**config.mk**
```make
export PLATFORM = sky130hd
export DESIGN_NAME = i2s_clk_gen_top
export DESIGN_NICKNAME = d
export VERILOG_FILES = /design/src/rtl/i2s_clk_gen_top.sv
export SDC_FILE = /design/constraint.sdc
export NUM_CORES = 1
export LEC_CHECK = 0
export CORE_MARGIN = 2
export CORE_UTILIZATION = 30
export DETAILED_ROUTE_END_ITERATION = 8
export GPL_TIMING_DRIVEN = 0
export SYNTH_ARGS = -nofsm -noshare
export SYNTH_HDL_FRONTEND = slang
export SYNTH_SLANG_ARGS = --single-unit
export TNS_END_PERCENT = 100
```
**constraint.sdc**
```tcl
create_clock -name clk -period 1.6 [get_ports clk]
set_input_delay 0.32 -clock clk [delete_from_list [all_inputs] [get_ports clk]]
set_output_delay 0.32 -clock clk [all_outputs]
set_load 0.01 [all_outputs]
```
**src/rtl/i2s_clk_gen_top.sv**
```systemverilog
// I2S transmit clock generator: MCLK, SCLK and LRCLK taken straight from the
// bits of one free-running binary counter on the system clock.
module i2s_clk_gen_top #(
  parameter int MCLK_DIV  = 8,
  parameter int SCLK_DIV  = 4,
  parameter int LRCLK_DIV = 64
) (
  input  logic clk,
  input  logic reset,
  output logic tx_mclk,
  output logic tx_sclk,
  output logic tx_lrclk
);

  localparam int TOTAL_DIV = MCLK_DIV * SCLK_DIV * LRCLK_DIV;
  localparam int N         = $clog2(TOTAL_DIV);
  localparam int MCLK_BIT  = $clog2(MCLK_DIV) - 1;
  localparam int SCLK_BIT  = $clog2(MCLK_DIV * SCLK_DIV) - 1;
  localparam int LRCLK_BIT = N - 1;

  // Dividers must be powers of two so that each clock is a single counter bit.
  if ((MCLK_DIV < 2) || ((MCLK_DIV & (MCLK_DIV - 1)) != 0)) begin : g_bad_mclk_div
    $error("MCLK_DIV must be a power of two and at least 2");
  end
  if ((SCLK_DIV < 1) || ((SCLK_DIV & (SCLK_DIV - 1)) != 0)) begin : g_bad_sclk_div
    $error("SCLK_DIV must be a power of two and at least 1");
  end
  if ((LRCLK_DIV < 2) || ((LRCLK_DIV & (LRCLK_DIV - 1)) != 0)) begin : g_bad_lrclk_div
    $error("LRCLK_DIV must be a power of two and at least 2");
  end

  logic [N-1:0] cnt_q;
  logic [N-1:0] cnt_d;

  // Next count: plain increment, natural wrap from all-ones back to zero.
  always_comb begin
    cnt_d = cnt_q + N'(1);
  end

  // Counter register; reset restarts every clock phase from zero.
  always_ff @(posedge clk) begin
    if (reset) begin
      cnt_q <= '0;
    end else begin
      cnt_q <= cnt_d;
    end
  end

  // Each output is a register bit, so edges are glitch-free and phase-aligned:
  // a higher bit can only toggle when every lower bit wraps to zero.
  assign tx_mclk  = cnt_q[MCLK_BIT];
  assign tx_sclk  = cnt_q[SCLK_BIT];
  assign tx_lrclk = cnt_q[LRCLK_BIT];

endmodule

```
==> results of run 1 <==
[layout make-up]
type / count / area (µm²)
well taps: 16 / 20.0
repair buffers: 4 / 40.0
clock buffers: 4 / 26.3
multi-input cells: 35 / 224
plain buffers: 1 / 7.51
flip-flops and latches: 11 / 223
fillers: 168 / 927
inverters: 1 / 3.75
[what timing repair did]
action,CTS,global route
hold buffers,0,0
resized for setup,0,2
setup endpoints to repair,0,2
[power breakdown]
part           internal (µW)  switching (µW)
Sequential               280            5.05
Clock                   96.5            96.5
Combinational           12.2            9.94
Total                    389             111
[cells in the final DEF (no fill, tap or decap)]
master,instances
nand4_1,1
xnor2_1,1
nand3_1,3
or4_1,4
xor2_1,2
inv_1,1
buf_4,1
nand3_4,1
dfxtp_1,9
o31ai_1,4
clkbuf_4,3
nor2b_1,1
o21ai_0,2
clkbuf_1,1
dfxtp_2,2
a21oi_1,6
or3_2,1
clkdlybuf4s50_1,4
or3_1,1
nand2_1,3
nor2_1,4
ha_1,1
[worst paths after layout]
kind	from	end	slack, ps	depth (start not counted)
worst max-delay path	cnt_q[4]	tx_sclk	90	1
worst min-delay path	cnt_q[0]	cnt_q[0]	450	1
worst max register to register	cnt_q[0]	cnt_q[10]	210	4
worst min register to register	cnt_q[0]	cnt_q[0]	450	1
[cells by family (layout without fill, tap and decap cells)]
kind of cell | after synthesis | after routing
and+or+nand+nor | 19 | 19
DFF | 11 | 11
AOI/OAI and AO/OA | 12 | 12
xor gates and xnor gates | 3 | 3
buffers and inverters | 2 | 10
adders and majority gates | 1 | 1
[worst register-to-register path: stages (launching register included)]
cell and delay, ps:
dfxtp_1 350, ha_1 220, nand2_1 140, or4_1 480, a21oi_1 140
[per-layer routing]
layer,vias up,GRT usage (%)
li1,192,-
met1,173,15.2
met2,6,13.6
met3,0,3.83
met4,0,5.45
met5,-,0
[metrics by stage]
step	utilization (%)	area [µm²]	setup slack, ps	instances	hold WS (ps)
2_1_floorplan	-	455	302	48	392
3_3_place_gp	35.0	515	235	68	436
3_5_place_dp	35.0	515	196	68	448
4_1_cts	36.8	542	7.84	72	460
5_1_grt	37.0	544	42.2	72	468
6_report	37.0	544	85.8	72	449
==> reports/qor.yml, run 1 <==
detailed_routing:
  drt_iter0_drc: 10
  post_drt_wl_per_cell_um: 11.5
  first_pass_iters: 4
  postRouteAntennaNets: 0
  top_layer_used: "met3"
  drc: 0
  num_vias: 371
  wl_met1_um: 439
  wl_met3_um: 39
  detail_route.wirelength_um: 825
  avgViaCountPerCell: 5.15
  wl_met2_um: 346
global_routing:
  grt_pass1_wl_mm: 1.45
  antenna_found_initial: 0
  overflow: 0
  grt_pass1_vias: 329
  grt_usage_pct: 10.6
  grt_max_degree: 11
logic_synthesis:
  synth_adder_area_share_pct: 2.75
  synth_top_area_share_pct: 48.4
  synth_top_flop_cell: "dfxtp_1"
  synthCells: 48
  postSynth.asyncResetShare_pct: 0
  synth_edf_count: 0
  synth.most_common_cell: "dfxtp_1"
  synth_nets: 51
  synth_top_family_by_area: "simple AND/OR/NAND/NOR gates"
  synth-simple-area-share_pct: 25.3
  synth-xor-area-share_pct: 5.77
  synth_cell_type_count: 18
  synth_top_area_cell: "dfxtp_1"
  synth_area_per_cell_um2: 9.49
  ys_seq_elements: 11
  yosysSeqAreaShare_pct: 48.4
  synth_mux_area_share_pct: 0
  synth.area.top_cells: "dfxtp_1 48%, a21oi_1 6.6%, o31ai_1 6.6%"
  ys_warn_count: 0
  syn-cell-area_um2: 455
  synth_compound_area_share_pct: 15.4
  ys_top_cells_by_count: "11 x dfxtp_1, 6 x a21oi_1, 4 x nor2_1, 4 x o31ai_1, 4 x or4_1"
timing:
  drv_slew: 0
  slew_headroom_pct: 81.3
  layout_min_cycle_time_ps: 1510
  fin_crit_sh_pct: 94.6
  grt_setup_unrepaired: "no"
  timing.setup.tns_ps: 0
  fin_skew_ps: 0.571
  fmax_ghz: 0.660
  final-hold-violation-count: 0
  setup_viol: 0
  worst_pin_slew_ps: 280
critical_path:
  crit_family: "buffers and inverters"
  path_class: "reg2out"
  crit_slowest_cell: "clkdlybuf4s50_1"
  slowest_delay_ps: 550
  crit_path_start_kind: "register"
  critical_path_required_ps: 1280
  path_buf_inv: 1
  cp-end-kind: "output pin"
  critPathMaxFanout: 4
  cp.arrival_ps: 1190
  path_cells: "clkdlybuf4s50_1"
cts:
  cts_tree: "built"
  clk_pin_slew_ps: 70
  root_buffer: "clkbuf_4"
  ctsHtreeMaxLevel: 1
  postCtsSetupRepairBufs: 0
  cts.sinks: 11
  insertion_delay_ps: 270
  numCtsBuffers: 3
  cts_max_path_buffers: 2
cells_and_area:
  largest_reg_flops: 11
  final_nets: 60
  antenna_cells: 0
  regMostFlops: "cnt_q"
  layout-drive-gt1-share_pct: 14.3
  syn_to_final_growth_pct: 19.5
  biggestRegsByFlops: "cnt_q (11)"
power:
  p_leak_uw: 0.000166
  total_power_uw: 500
  ir_drop_v: 0.000436
  powerDensity_nw_per_um2: 919
die:
  core_area_um2: 1470
  io_pins: 5
  die_w_um: 43.0
  row_count: 14
  die-area_um2: 1850
  die-height_um: 43.0
  start_util_pct: 31.0
status:
  status: "finished clean"
place:
  place.gp.congestion: 0.639
  dp_hpwl_um: 541
  io_buffers: 4
job:
  cap_violations: 0
hold_path:
  hold_path.class: "reg2reg"
(Power assumes the default switching activity.)
==> run 2, diff against run 1 <==
==> constraint.sdc (replaced) <==
create_clock -name clk -period 1.86 [get_ports clk]
set_input_delay 0.372 -clock clk [delete_from_list [all_inputs] [get_ports clk]]
set_output_delay 0.372 -clock clk [all_outputs]
set_load 0.01 [all_outputs]
==> run 2 against run 1 <==
Global-route usage did not move. Clock skew did not move. Largest cell class unchanged. Core utilization fell by 0.17 points. Die area did not move. Clock power fell by 14%.
==> reports/qor.yml, run 2 (same netlist as run 1, synthesis figures left out) <==
cells_and_area:
  layout-drive-gt1-share_pct: 10.7  # was 14.3%
  largest_reg_flops: 11  # unchanged
  layout_common_cells: "11 x dfxtp_1, 6 x a21oi_1"  # was 9 x dfxtp_1, 6 x a21oi_1
  biggestRegsByFlops: "cnt_q (11)"  # unchanged
  fill_cells: 170  # was 168
  final_util_pct: 36.8  # was 37.0%
  syn_to_final_growth_pct: 19.0  # was 19.5%
  layout_commonest_cell: "dfxtp_1"  # unchanged
  regMostFlops: "cnt_q"  # unchanged
  final_cell_count_no_fill: 72  # unchanged
  antenna_cells: 0  # unchanged
  final_nets: 60  # unchanged
die:
  row_count: 14  # unchanged
  die-height_um: 43.0  # unchanged
  die_w_um: 43.0  # unchanged
  start_util_pct: 31.0  # unchanged
  die-area_um2: 1850  # unchanged
  core_area_um2: 1470  # unchanged
  io_pins: 5  # unchanged
power:
  combinationalPowerShare_pct: 4.4  # about the same
  p_sw_uw: 95.9  # was 111 µW
  powerDensity_nw_per_um2: 794  # was 919 nW/µm²
  internal_power_uw: 334  # was 389 µW
  ir_drop_v: 0.000375  # was 0.000436 V
  p_leak_uw: 0.000165  # was 0.000166 µW
  clockPowerShare_pct: 38.6  # about the same
  power_switching_share_pct: 22.3  # about the same
  seqPwrFrac_pct: 57.0  # about the same
timing:
  hold_ws_ps: 449  # unchanged
  layout_min_cycle_time_ps: 1640
  grt_setup_unrepaired: "no"  # unchanged
  setup_viol: 0  # unchanged
  slew_headroom_pct: 81.3  # about the same
  timing.setup.tns_ps: 0  # unchanged
  fin_skew_ps: 0.571  # unchanged
  fin_crit_sh_pct: 88.0
  fmax_ghz: 0.611
  layout_setup_ws_ps: 223  # was 85.8 ps
  drv_slew: 0  # unchanged
  worst_pin_slew_ps: 280  # about the same
  final-hold-violation-count: 0  # unchanged
cts:
  root_buffer: "clkbuf_4"  # unchanged
  cts_hold_buf: 0  # unchanged
  insertion_delay_ps: 270  # about the same
  numCtsBuffers: 3  # unchanged
  clk_pin_slew_ps: 70  # about the same
  cts_resized: 0  # unchanged
  postCtsSetupRepairBufs: 0  # unchanged
  ctsHtreeMaxLevel: 1  # unchanged
  cts_tree: "built"  # unchanged
  cts_max_path_buffers: 2  # unchanged
  cts.sinks: 11  # unchanged
global_routing:
  grt_usage_pct: 10.6  # unchanged
  grt_pass1_wl_mm: 1.45  # unchanged
  overflow: 0  # unchanged
  grt_max_degree: 11  # unchanged
  grt_pass1_vias: 329  # unchanged
  antenna_found_initial: 0  # unchanged
detailed_routing:
  first_pass_iters: 4  # unchanged
  num_vias: 371  # unchanged
  drc: 0  # unchanged
  avgViaCountPerCell: 5.15  # unchanged
  post_drt_wl_per_cell_um: 11.5  # unchanged
  drt_iter0_drc: 10  # unchanged
  postRouteAntennaNets: 0  # unchanged
  detail_route.wirelength_um: 825  # unchanged
status:
  status: "finished clean"  # unchanged
critical_path:
  path_cells: "clkdlybuf4s50_1"  # unchanged
  crit_path_start_kind: "register"  # unchanged
  critical_path_required_ps: 1490  # was 1280 ps
  crit_family: "buffers and inverters"  # unchanged
  path_buf_inv: 1  # unchanged
  path_class: "reg2out"  # unchanged
  crit_slowest_cell: "clkdlybuf4s50_1"  # unchanged
  cp-end-kind: "output pin"  # unchanged
  slowest_delay_ps: 570  # was 550 ps
  cp.arrival_ps: 1260  # was 1190 ps
  critPathMaxFanout: 4  # unchanged
place:
  io_buffers: 4  # unchanged
  dp_hpwl_um: 541  # unchanged
  dp_cells: 68  # unchanged
  pre_cts_ws_ps: 456  # was 196 ps
  place.gp.congestion: 0.639  # unchanged
hold_path:
  hold_path.class: "reg2reg"  # unchanged
job:
  cap_violations: 0  # unchanged
==> run 2: cell counts in the layout (fill, tap and decap cells not counted) <==
Identical to the previous run, type by type.
==> run 2: stage by stage <==
step / cell area (µm²) / power [µW]
detailed placement: 515 / 270
CTS: 542 / 434
global placement: 515 / 270
floorplan: 455 / 262
global route: 542 / 451
finish: 542 / 430
==> run 2: final cells by class <==
| class | instances | area, µm² | share of cell area [%] |
|---|---|---|---|
| Multi-Input combinational cell | 35 | 224 | 41.3 |
| Sequential cell | 11 | 220 | 40.6 |
| Timing Repair Buffer | 4 | 40.0 | 7.39 |
| Clock buffer | 4 | 26.3 | 4.85 |
| Tap cell | 16 | 20.0 | 3.70 |
| Buffer | 1 | 7.51 | 1.39 |
| Inverter | 1 | 3.75 | 0.693 |
==> run 2: worst paths after layout <==
check | start | endpoint | slack, ps | depth (start not counted)
hold / removal | cnt_q[0] | cnt_q[0] | 450 | 1
setup reg to reg | cnt_q[2] | cnt_q[9] | 460 | 3
setup / recovery | cnt_q[4] | tx_sclk | 220 | 1
hold reg to reg | cnt_q[0] | cnt_q[0] | 450 | 1
==> run 2: layer usage <==
layer | track usage (%) | routed length [µm] | up-vias | share of wire, %
li1 | - | - | 192 | -
met1 | 15.2 | 439 | 173 | 53
met2 | 13.6 | 346 | 6 | 42
met3 | 3.83 | 39 | 0 | 4.7
met4 | 5.45 | 0 | 0 | 0
met5 | 0 | 0 | - | 0
==> run 2: power groups by stage <==
| stage | logic, µW | clock network, µW | registers [µW] |
|---|---|---|---|
| final | 19.0 | 166 | 245 |
| after CTS | 19.5 | 169 | 245 |
| after global placement | 19.2 | 0 | 251 |
| after detailed placement | 19.1 | 0 | 251 |
| after global routing | 21.8 | 183 | 246 |
| after floorplan | 11.3 | 0 | 251 |
